[src/rtl/bus_arbiter_pkg.sv]
`default_nettype none
// ============================================================================
// Module   : bus_arbiter_pkg
// Purpose  : Shared cache-bus definitions: request packet layout, arbiter FSM
//            state encoding and index-width helper.
// Revision : 1.0 - initial release
// ============================================================================
package bus_arbiter_pkg;

    // Width of one memory data beat carried in a cache request packet
    localparam int DMA_DATA_WIDTH = 16;

    // Per-cache request packet
    typedef struct packed {
        logic                      we;
        logic [31:0]               addr;
        logic [DMA_DATA_WIDTH-1:0] wdata;
    } cache_bus_pkt_t;

    // Arbiter FSM: one transaction in flight at a time
    typedef enum logic [1:0] {
        ST_IDLE     = 2'd0,
        ST_MEM_REQ  = 2'd1,
        ST_MEM_WAIT = 2'd2,
        ST_RESP     = 2'd3
    } arb_state_e;

    // Index width for n requesters; a single requester still needs one bit
    function automatic int idx_width(input int n);
        return (n > 1) ? $clog2(n) : 1;
    endfunction

endpackage : bus_arbiter_pkg
`default_nettype wire

[src/rtl/bus_arbiter_rr_arbiter.sv]
`default_nettype none
// ============================================================================
// Module   : rr_arbiter
// Purpose  : Combinational round-robin winner selection. The search begins at
//            the priority pointer and wraps from the last requester to 0.
// Revision : 1.0 - initial release
// ============================================================================
module rr_arbiter
    import bus_arbiter_pkg::*;
#(
    parameter int num_reqs_p = 4,
    parameter int IDX_W      = idx_width(num_reqs_p)
) (
    input  logic [num_reqs_p-1:0] reqs_i,
    input  logic [IDX_W-1:0]      ptr_i,
    output logic [num_reqs_p-1:0] grant_o,
    output logic [IDX_W-1:0]      idx_o,
    output logic                  any_o
);

    logic [IDX_W:0]   w_sum;
    logic [IDX_W-1:0] w_cand;

    // Walk requesters starting at the pointer; first active one wins
    always_comb begin
        grant_o = '0;
        idx_o   = '0;
        any_o   = 1'b0;
        w_sum   = '0;
        w_cand  = '0;
        for (int i = 0; i < num_reqs_p; i++) begin
            w_sum = {1'b0, ptr_i} + (IDX_W+1)'(i);
            if (w_sum >= (IDX_W+1)'(num_reqs_p)) begin
                w_sum = w_sum - (IDX_W+1)'(num_reqs_p);
            end
            w_cand = w_sum[IDX_W-1:0];
            if (!any_o && reqs_i[w_cand]) begin
                any_o           = 1'b1;
                grant_o[w_cand] = 1'b1;
                idx_o           = w_cand;
            end
        end
    end

endmodule : rr_arbiter
`default_nettype wire

[src/rtl/bus_arbiter.sv]
`default_nettype none
// ============================================================================
// Module   : bus_arbiter
// Purpose  : Round-robin arbiter funnelling cache requests onto a single
//            memory port, one transaction at a time, with per-cache response.
// Revision : 1.0 - initial release
// ============================================================================
module bus_arbiter
    import bus_arbiter_pkg::*;
#(
    parameter int num_caches_p     = 4,
    parameter int dma_data_width_p = DMA_DATA_WIDTH
) (
    input  logic                                   clk_i,
    input  logic                                   reset_i,
    input  logic [num_caches_p-1:0]                cb_valid_i,
    input  cache_bus_pkt_t [num_caches_p-1:0]      cb_pkt_i,
    output logic [num_caches_p-1:0]                cb_yumi_o,
    output logic [num_caches_p-1:0]                cb_valid_o,
    output logic [dma_data_width_p-1:0]            cb_data_o,
    output logic                                   mem_valid_o,
    input  logic                                   mem_ready_i,
    output logic                                   mem_we_o,
    output logic [31:0]                            mem_addr_o,
    output logic [dma_data_width_p-1:0]            mem_wdata_o,
    input  logic                                   mem_valid_i,
    input  logic [dma_data_width_p-1:0]            mem_data_i
);

    localparam int C_IDX_W = idx_width(num_caches_p);

    arb_state_e                    r_state;
    arb_state_e                    w_next_state;
    logic [C_IDX_W-1:0]            r_ptr;
    logic [C_IDX_W-1:0]            r_grant_idx;
    cache_bus_pkt_t                r_pkt;
    logic [dma_data_width_p-1:0]   r_data;

    logic [num_caches_p-1:0]       w_rr_grant;
    logic [C_IDX_W-1:0]            w_rr_idx;
    logic                          w_rr_any;
    logic                          w_accept;

    rr_arbiter #(
        .num_reqs_p (num_caches_p),
        .IDX_W      (C_IDX_W)
    ) u_rr_arbiter (
        .reqs_i  (cb_valid_i),
        .ptr_i   (r_ptr),
        .grant_o (w_rr_grant),
        .idx_o   (w_rr_idx),
        .any_o   (w_rr_any)
    );

    // A request is only taken from IDLE and never while reset is held
    assign w_accept = (r_state == ST_IDLE) && w_rr_any && !reset_i;

    // State register
    always_ff @(posedge clk_i) begin
        if (reset_i) begin
            r_state <= ST_IDLE;
        end else begin
            r_state <= w_next_state;
        end
    end

    // Next-state logic
    always_comb begin
        w_next_state = r_state;
        case (r_state)
            ST_IDLE:     if (w_rr_any)    w_next_state = ST_MEM_REQ;
            ST_MEM_REQ:  if (mem_ready_i) w_next_state = ST_MEM_WAIT;
            ST_MEM_WAIT: if (mem_valid_i) w_next_state = ST_RESP;
            ST_RESP:                      w_next_state = ST_IDLE;
            default:                      w_next_state = ST_IDLE;
        endcase
    end

    // Latched request, returned data and round-robin pointer
    always_ff @(posedge clk_i) begin
        if (reset_i) begin
            r_ptr       <= '0;
            r_grant_idx <= '0;
            r_pkt       <= '0;
            r_data      <= '0;
        end else begin
            if (w_accept) begin
                r_pkt       <= cb_pkt_i[w_rr_idx];
                r_grant_idx <= w_rr_idx;
            end
            // Writes carry no data back, so the ack returns zero
            if ((r_state == ST_MEM_WAIT) && mem_valid_i) begin
                r_data <= r_pkt.we ? '0 : mem_data_i;
            end
            // Advance priority past the winner only once it has been served
            if (r_state == ST_RESP) begin
                if (r_grant_idx == C_IDX_W'(num_caches_p - 1)) begin
                    r_ptr <= '0;
                end else begin
                    r_ptr <= r_grant_idx + C_IDX_W'(1);
                end
            end
        end
    end

    // Outputs decoded from state; everything is silenced while reset is high
    always_comb begin
        cb_yumi_o   = '0;
        cb_valid_o  = '0;
        cb_data_o   = '0;
        mem_valid_o = 1'b0;
        if (w_accept) begin
            cb_yumi_o = w_rr_grant;
        end
        if (!reset_i && (r_state == ST_MEM_REQ)) begin
            mem_valid_o = 1'b1;
        end
        if (!reset_i && (r_state == ST_RESP)) begin
            cb_valid_o[r_grant_idx] = 1'b1;
            cb_data_o               = r_data;
        end
    end

    // Request fields come straight from the latched packet, stable until accepted
    assign mem_we_o    = r_pkt.we;
    assign mem_addr_o  = r_pkt.addr;
    assign mem_wdata_o = r_pkt.wdata;

endmodule : bus_arbiter
`default_nettype wire

[config.mk]
export PLATFORM = sky130hd
export DESIGN_NAME = bus_arbiter
export DESIGN_NICKNAME = d
export VERILOG_FILES = /design/src/rtl/bus_arbiter_pkg.sv /design/src/rtl/bus_arbiter_rr_arbiter.sv /design/src/rtl/bus_arbiter.sv
export SDC_FILE = /design/constraint.sdc
export NUM_CORES = 1
export LEC_CHECK = 0
export BUFFER_PORTS_ARGS = -buffer_cell sky130_fd_sc_hd__buf_2
export CORE_MARGIN = 2
export CORE_UTILIZATION = 30
export DETAILED_ROUTE_END_ITERATION = 8
export REMOVE_ABC_BUFFERS = 1
export SYNTH_ARGS = -nofsm -noshare
export SYNTH_HDL_FRONTEND = slang
export SYNTH_SLANG_ARGS = --single-unit
[constraint.sdc]
create_clock -name clk_i -period 2.9 [get_ports clk_i]
set_clock_uncertainty 0.1 [all_clocks]
set_input_delay 0.29 -clock clk_i [delete_from_list [all_inputs] [get_ports clk_i]]
set_output_delay 0.29 -clock clk_i [all_outputs]
set_load 0.01 [all_outputs]
==> results of run 1 <==
## final cells by class
type                    instances  area, sq um  area share, %
flip-flops and latches         71         1421          19.67
multi-input cells             504         3480          48.16
clock buffers                  13        270.3          3.740
inverters                       9        33.78         0.4675
well taps                     225        281.5          3.896
clock inverters                 3        40.04         0.5541
repair buffers                313         1699          23.52
## cells by family (layout without fill, tap and decap cells)
kind of cell,after synthesis,count (layout),synth area share (%)
compound gates,236,236,33.84
mux,8,8,2.084
flops,71,71,27.21
simple gates,243,243,25.65
fa+ha+maj,17,17,4.072
buf+inv,70,338,7.138
## routing by layer
metal	track usage, %	part of all wire [%]	wire length [um]
met4	5.613	1.4	276
met2	36.28	49	9481
met5	0	0.14	27
met3	5.966	8.4	1650
met1	23.29	41	8094
## critical path, stage by stage, from the launching register on
cell and delay (ns):
dfxtp_1 0.34, buf_4 0.25, mux4_2 0.64, o211ai_4 0.28, nand2_4 0.19, buf_12 0.22
a2111oi_0 0.45, a211oi_1 0.09
## power breakdown
| part | switching, mW | internal (mW) |
|---|---|---|
| combinational | 1.56 | 1.07 |
| clock | 0.440 | 0.735 |
| sequential | 0.159 | 1.26 |
| total | 2.16 | 3.07 |
## final timing paths
check                             startpoint  cells after the start        endpoint
worst max-delay path                r_ptr[0]                      7   mem_addr_o[5]
worst min-delay path            cb_pkt_i[80]                      3  mem_addr_o[15]
worst max register to register      r_ptr[0]                      7   mem_addr_o[5]
worst min register to register     r_data[6]                      2       r_data[6]
## state kept, by name, indices dropped and copies added, names as in the netlist
register,count
r_state,2
mem_addr_o,32
r_data,16
mem_wdata_o,16
r_ptr,2
mem_we_o,1
r_grant_idx,2
## placed cells by master, fill, tap and decap left out, types with 2 or more instances in the layout
master and instances:
buf_2 293, a21oi_1 116, nor2_1 82, dfxtp_1 71
and2_1 69, and3_1 50, a211oi_1 50, a2111oi_2 32
ha_1 17, nor3b_1 16, buf_4 12, a2111oi_0 10
clkbuf_16 9, inv_1 8, a2111oi_1 8, nand2b_1 6
buf_12 6, nand2_1 5, mux2i_1 5, a22oi_1 4
a221oi_1 4, nor2b_1 3, clkbuf_8 3, o22ai_1 2
nor3_1 2, mux4_2 2, nor2_4 2, clkinv_2 2
buf_6 2
## repair_timing
action	CTS	global route
endpoints found under the setup margin	0	34
gates resized for setup	0	15
endpoints found under the hold margin	0	0
==> flow_summary.ini, run 1 <==
[logic_synthesis]
postSynthCellCount = 645
ys_seq_area_share_pct = 27.21
ys_seq_elements = 71
synth_top_area_cell = dfxtp_1
ys_warn_count = 0
ys_top_cells_by_area = dfxtp_1 27%, a21oi_1 11%, a2111oi_2 8.6%
synth_edf_count = 0
synth_cell_type_count = 45
yosysTopAreaCellShare_pct = 27.21
async_reset_ff_share_pct = 0
netlist_area_sq_um = 5224
post-synth-top-count-cell = a21oi_1
syn_avg_cell_area_sq_um = 8.099
yosys_most_used_dff = dfxtp_1
yosys-top-cells-count = 116 x a21oi_1, 84 x nor2_1, 71 x dfxtp_1

[route]
viasPerCell = 5.241
totalWireLength_um = 19530
drc_errors = 0
drt_iter0_drc = 216
num_vias = 5964
ant_nets = 0
first_pass_iters = 5
wl_per_cell_um = 17.16

[clocking]
numCtsBuffers = 9
root_buffer = clkbuf_16
path_clk_slew_ns = 0.06
insertion_delay_ns = 0.33
post_cts_buffers = 0
cts.htree.levels = 3
hold_buffers = 0
ctsLongestPathBuffers = 2
cts_tree = done
clock-sinks = 71

[cells_and_area]
layout.nets = 1145
stdcell_count = 1138
fin_area_sq_um = 7226
num-fill-cells = 1793
drive_gt1_share_pct = 40.96
final_util_pct = 42.07
syn2layout_area_growth_pct = 38.32
n_antenna_cell = 0

[sta]
setup_viol = 0
min_period_ns = 2.728
fmax_ghz = 0.3665
finalHoldWorstSlack_ns = 0.1765
tns_ns = 0
rsz0062_at_grt = true
finalCritPeriodShare_pct = 94.09
slew_headroom_pct = 35.05
layout_setup_ws_ns = 0.1715
finalMaxSlewViolations = 0
tightest_slew_ns = 0.9722
finalHoldViolCount = 0

[floorplanning]
io_pins = 294
fp.coreArea_sq_um = 17180
die_w_um = 136.0
start_util_pct = 30.41
rows = 48
die_area_sq_um = 18480
dieHeight_um = 136.0

[placement]
placed_cells = 1122
io_buffers = 293
place_area_sq_um = 6885
hpwl_um = 14030
place_ws_ns = 0.1308
gp_congestion = 0.8367

[worst_setup_path]
start_kind = register
crit_arrival_ns = 2.83
r2r_setup_slack_ns = 0.17
critPathKind = reg2reg
worstPathMaxFanout = 38
end_kind = register
required_ns = 3.00

[pwr]
ir_worst_vdd_v = 0.0003100
p_total_mw = 5.229
cellPowerDensity_nw_per_um2 = 723.6
p_leak_nw = 3.209

[grt]
first_global_vias = 5672
antenna_found_initial = 2
grt_overflow_total = 0
grt_max_degree = 51
grt_pass1_wl_um = 29370
grt_use_total_pct = 20.22

[flow_run]
maxCapViolCount = 0

[worst_hold_path]
hold_path_class = in2reg

[run_status]
status = finished, final reports clean
Power figures use the tool's default switching activity.
==> run 2: changes to the inputs <==
--- a/config.mk
+++ b/config.mk
@@ -9,6 +9,7 @@
 export CORE_MARGIN = 2
 export CORE_UTILIZATION = 30
 export DETAILED_ROUTE_END_ITERATION = 8
+export MAX_ROUTING_LAYER = met4
 export REMOVE_ABC_BUFFERS = 1
 export SYNTH_ARGS = -nofsm -noshare
 export SYNTH_HDL_FRONTEND = slang
==> run 2 against run 1 <==
Critical path depth unchanged. Non-clock buffer count unchanged. Clock power about the same. Critical endpoint unchanged. Die area unchanged. Critical path type unchanged.
==> flow_summary.ini, run 2 (same netlist as run 1, synthesis figures left out) <==
[floorplanning]
dieHeight_um = 136.0
fp.coreArea_sq_um = 17180
die_w_um = 136.0
rows = 48
die_area_sq_um = 18480
start_util_pct = 30.41
io_pins = 294

[pwr]
pwr-share-comb_pct = 50.4
p_total_mw = 5.226
ir_worst_vdd_v = 0.0003115
switching_power_mw = 2.156
cellPowerDensity_nw_per_um2 = 722.8
clockPowerShare_pct = 22.5
seqPwrFrac_pct = 27.2
p_int_mw = 3.071
p_leak_nw = 3.209
sw_frac_of_total_pct = 41.25

[placement]
gp_congestion = 0.8496
place_area_sq_um = 6885
hpwl_um = 14030
io_buffers = 293

[sta]
finalHoldViolCount = 0
finalMaxSlewViolations = 0
setup_viol = 0
min_period_ns = 2.730
slew_headroom_pct = 35.09
finalCritPeriodShare_pct = 94.15
rsz0062_at_grt = true
tightest_slew_ns = 0.9717
fmax_ghz = 0.3663

[cells_and_area]
final_common_cell = buf_2
layout.nets = 1145
fin_area_sq_um = 7231
multi_input_area_sq_um = 3480
register_area_sq_um = 1421
num-fill-cells = 1793
layout_common_cells = 293 x buf_2, 116 x a21oi_1, 82 x nor2_1, 71 x dfxtp_1, 69 x and2_1
drive_gt1_share_pct = 40.96
largest_reg_flops = 32
syn2layout_area_growth_pct = 38.42

[route]
totalWireLength_um = 19580
drt_iter0_drc = 217
first_pass_iters = 6
wl_per_cell_um = 17.17
num_vias = 5984
drc_errors = 0
ant_nets = 0
viasPerCell = 5.249

[worst_setup_path]
start_kind = register
crit_arrival_ns = 2.83
end_kind = register
worstPathCellList = buf_4, mux4_2, o211ai_4, nand2_4, buf_12, a2111oi_0, a211oi_1
cpMaxStageDelayCell = mux4_2
critPathKind = reg2reg
crit_path_max_incr_delay_ns = 0.64
worstPathMaxFanout = 38
required_ns = 3.00

[clocking]
clock-sinks = 71
ctsLongestPathBuffers = 2
numCtsBuffers = 9
insertion_delay_ns = 0.33
path_clk_slew_ns = 0.06
cts.htree.levels = 3
post_cts_buffers = 0
cts_tree = done
root_buffer = clkbuf_16

[grt]
grt_max_degree = 51
grt_use_total_pct = 20.82
first_global_vias = 5674
grt_pass1_wl_um = 29340
antenna_found_initial = 2
grt_overflow_total = 0

[flow_run]
maxCapViolCount = 0

[worst_hold_path]
hold_path_class = in2reg

[run_status]
status = finished, final reports clean
-- run 2: changes by cell type in the layout (fill, tap and decap cells not counted) --
cell	before	now
diode_2	0	2
-- run 2: metrics by stage --
stage / hold slack, ns / TNS [ns] / setup slack (ns) / cells / util, %
3_3_place_gp: 0.3594 / 0 / 0.1706 / 1122 / 40.09
4_1_cts: 0.1599 / 0 / 0.09507 / 1138 / 41.89
6_report: 0.1783 / 0 / 0.1697 / 1140 / 42.10
2_1_floorplan: 0.2621 / -45.91 / -0.9463 / 584 / -
3_5_place_dp: 0.3675 / 0 / 0.1308 / 1122 / 40.09
5_1_grt: 0.1719 / -0.02613 / -0.01057 / 1140 / 42.10
-- run 2: layout make-up --
type	instances	area share [%]
Clock inverter	3	0.5537
Sequential cell	71	19.66
Clock buffer	13	3.738
Tap cell	225	3.893
Inverter	9	0.4672
Antenna cell	2	0.06922
Timing Repair Buffer	313	23.50
Multi-Input combinational cell	504	48.12
-- run 2: worst paths after layout --
kind	from	end	slack (ns)	depth (start not counted)
setup / recovery	r_ptr[0]	mem_addr_o[5]	0.17	7
setup reg to reg	r_ptr[0]	mem_addr_o[5]	0.17	7
hold / removal	cb_pkt_i[80]	mem_addr_o[15]	0.18	3
hold reg to reg	r_data[6]	r_data[6]	0.38	2
-- run 2: power by group through the flow --
stage | sequential, mW | clock (mW) | combinational [mW]
after floorplan | 1.54 | 0 | 1.44
after global placement | 1.43 | 0 | 2.60
after detailed placement | 1.44 | 0 | 2.61
after CTS | 1.42 | 1.21 | 2.62
after global routing | 1.46 | 1.25 | 2.90
final | 1.42 | 1.17 | 2.63
-- run 2: per-layer routing --
layer	up-vias	global-route usage, %	share of wire (%)
met1	2800	23.83	41
met3	18	5.145	8.8
met2	238	36.25	49
met4	0	5.613	1.2
met5	-	-	0
li1	2928	-	-
-- run 2: critical path: cells and delay by family, from the launching register on --
family | cells | cell delay (ns)
buffers and inverters | 2 | 0.47
AO/OA/AOI/OAI | 3 | 0.82
multiplexers | 1 | 0.64
flip-flops | 1 | 0.34
AND/OR/NAND/NOR | 1 | 0.19
-- run 2: repair_timing --
| item | 4_1_cts | 5_1_grt |
|---|---|---|
| gates resized for setup | 0 | 15 |
| setup endpoints to repair | 0 | 34 |
| endpoints found under the hold margin | 0 | 0 |
| hold buffers | 0 | 0 |
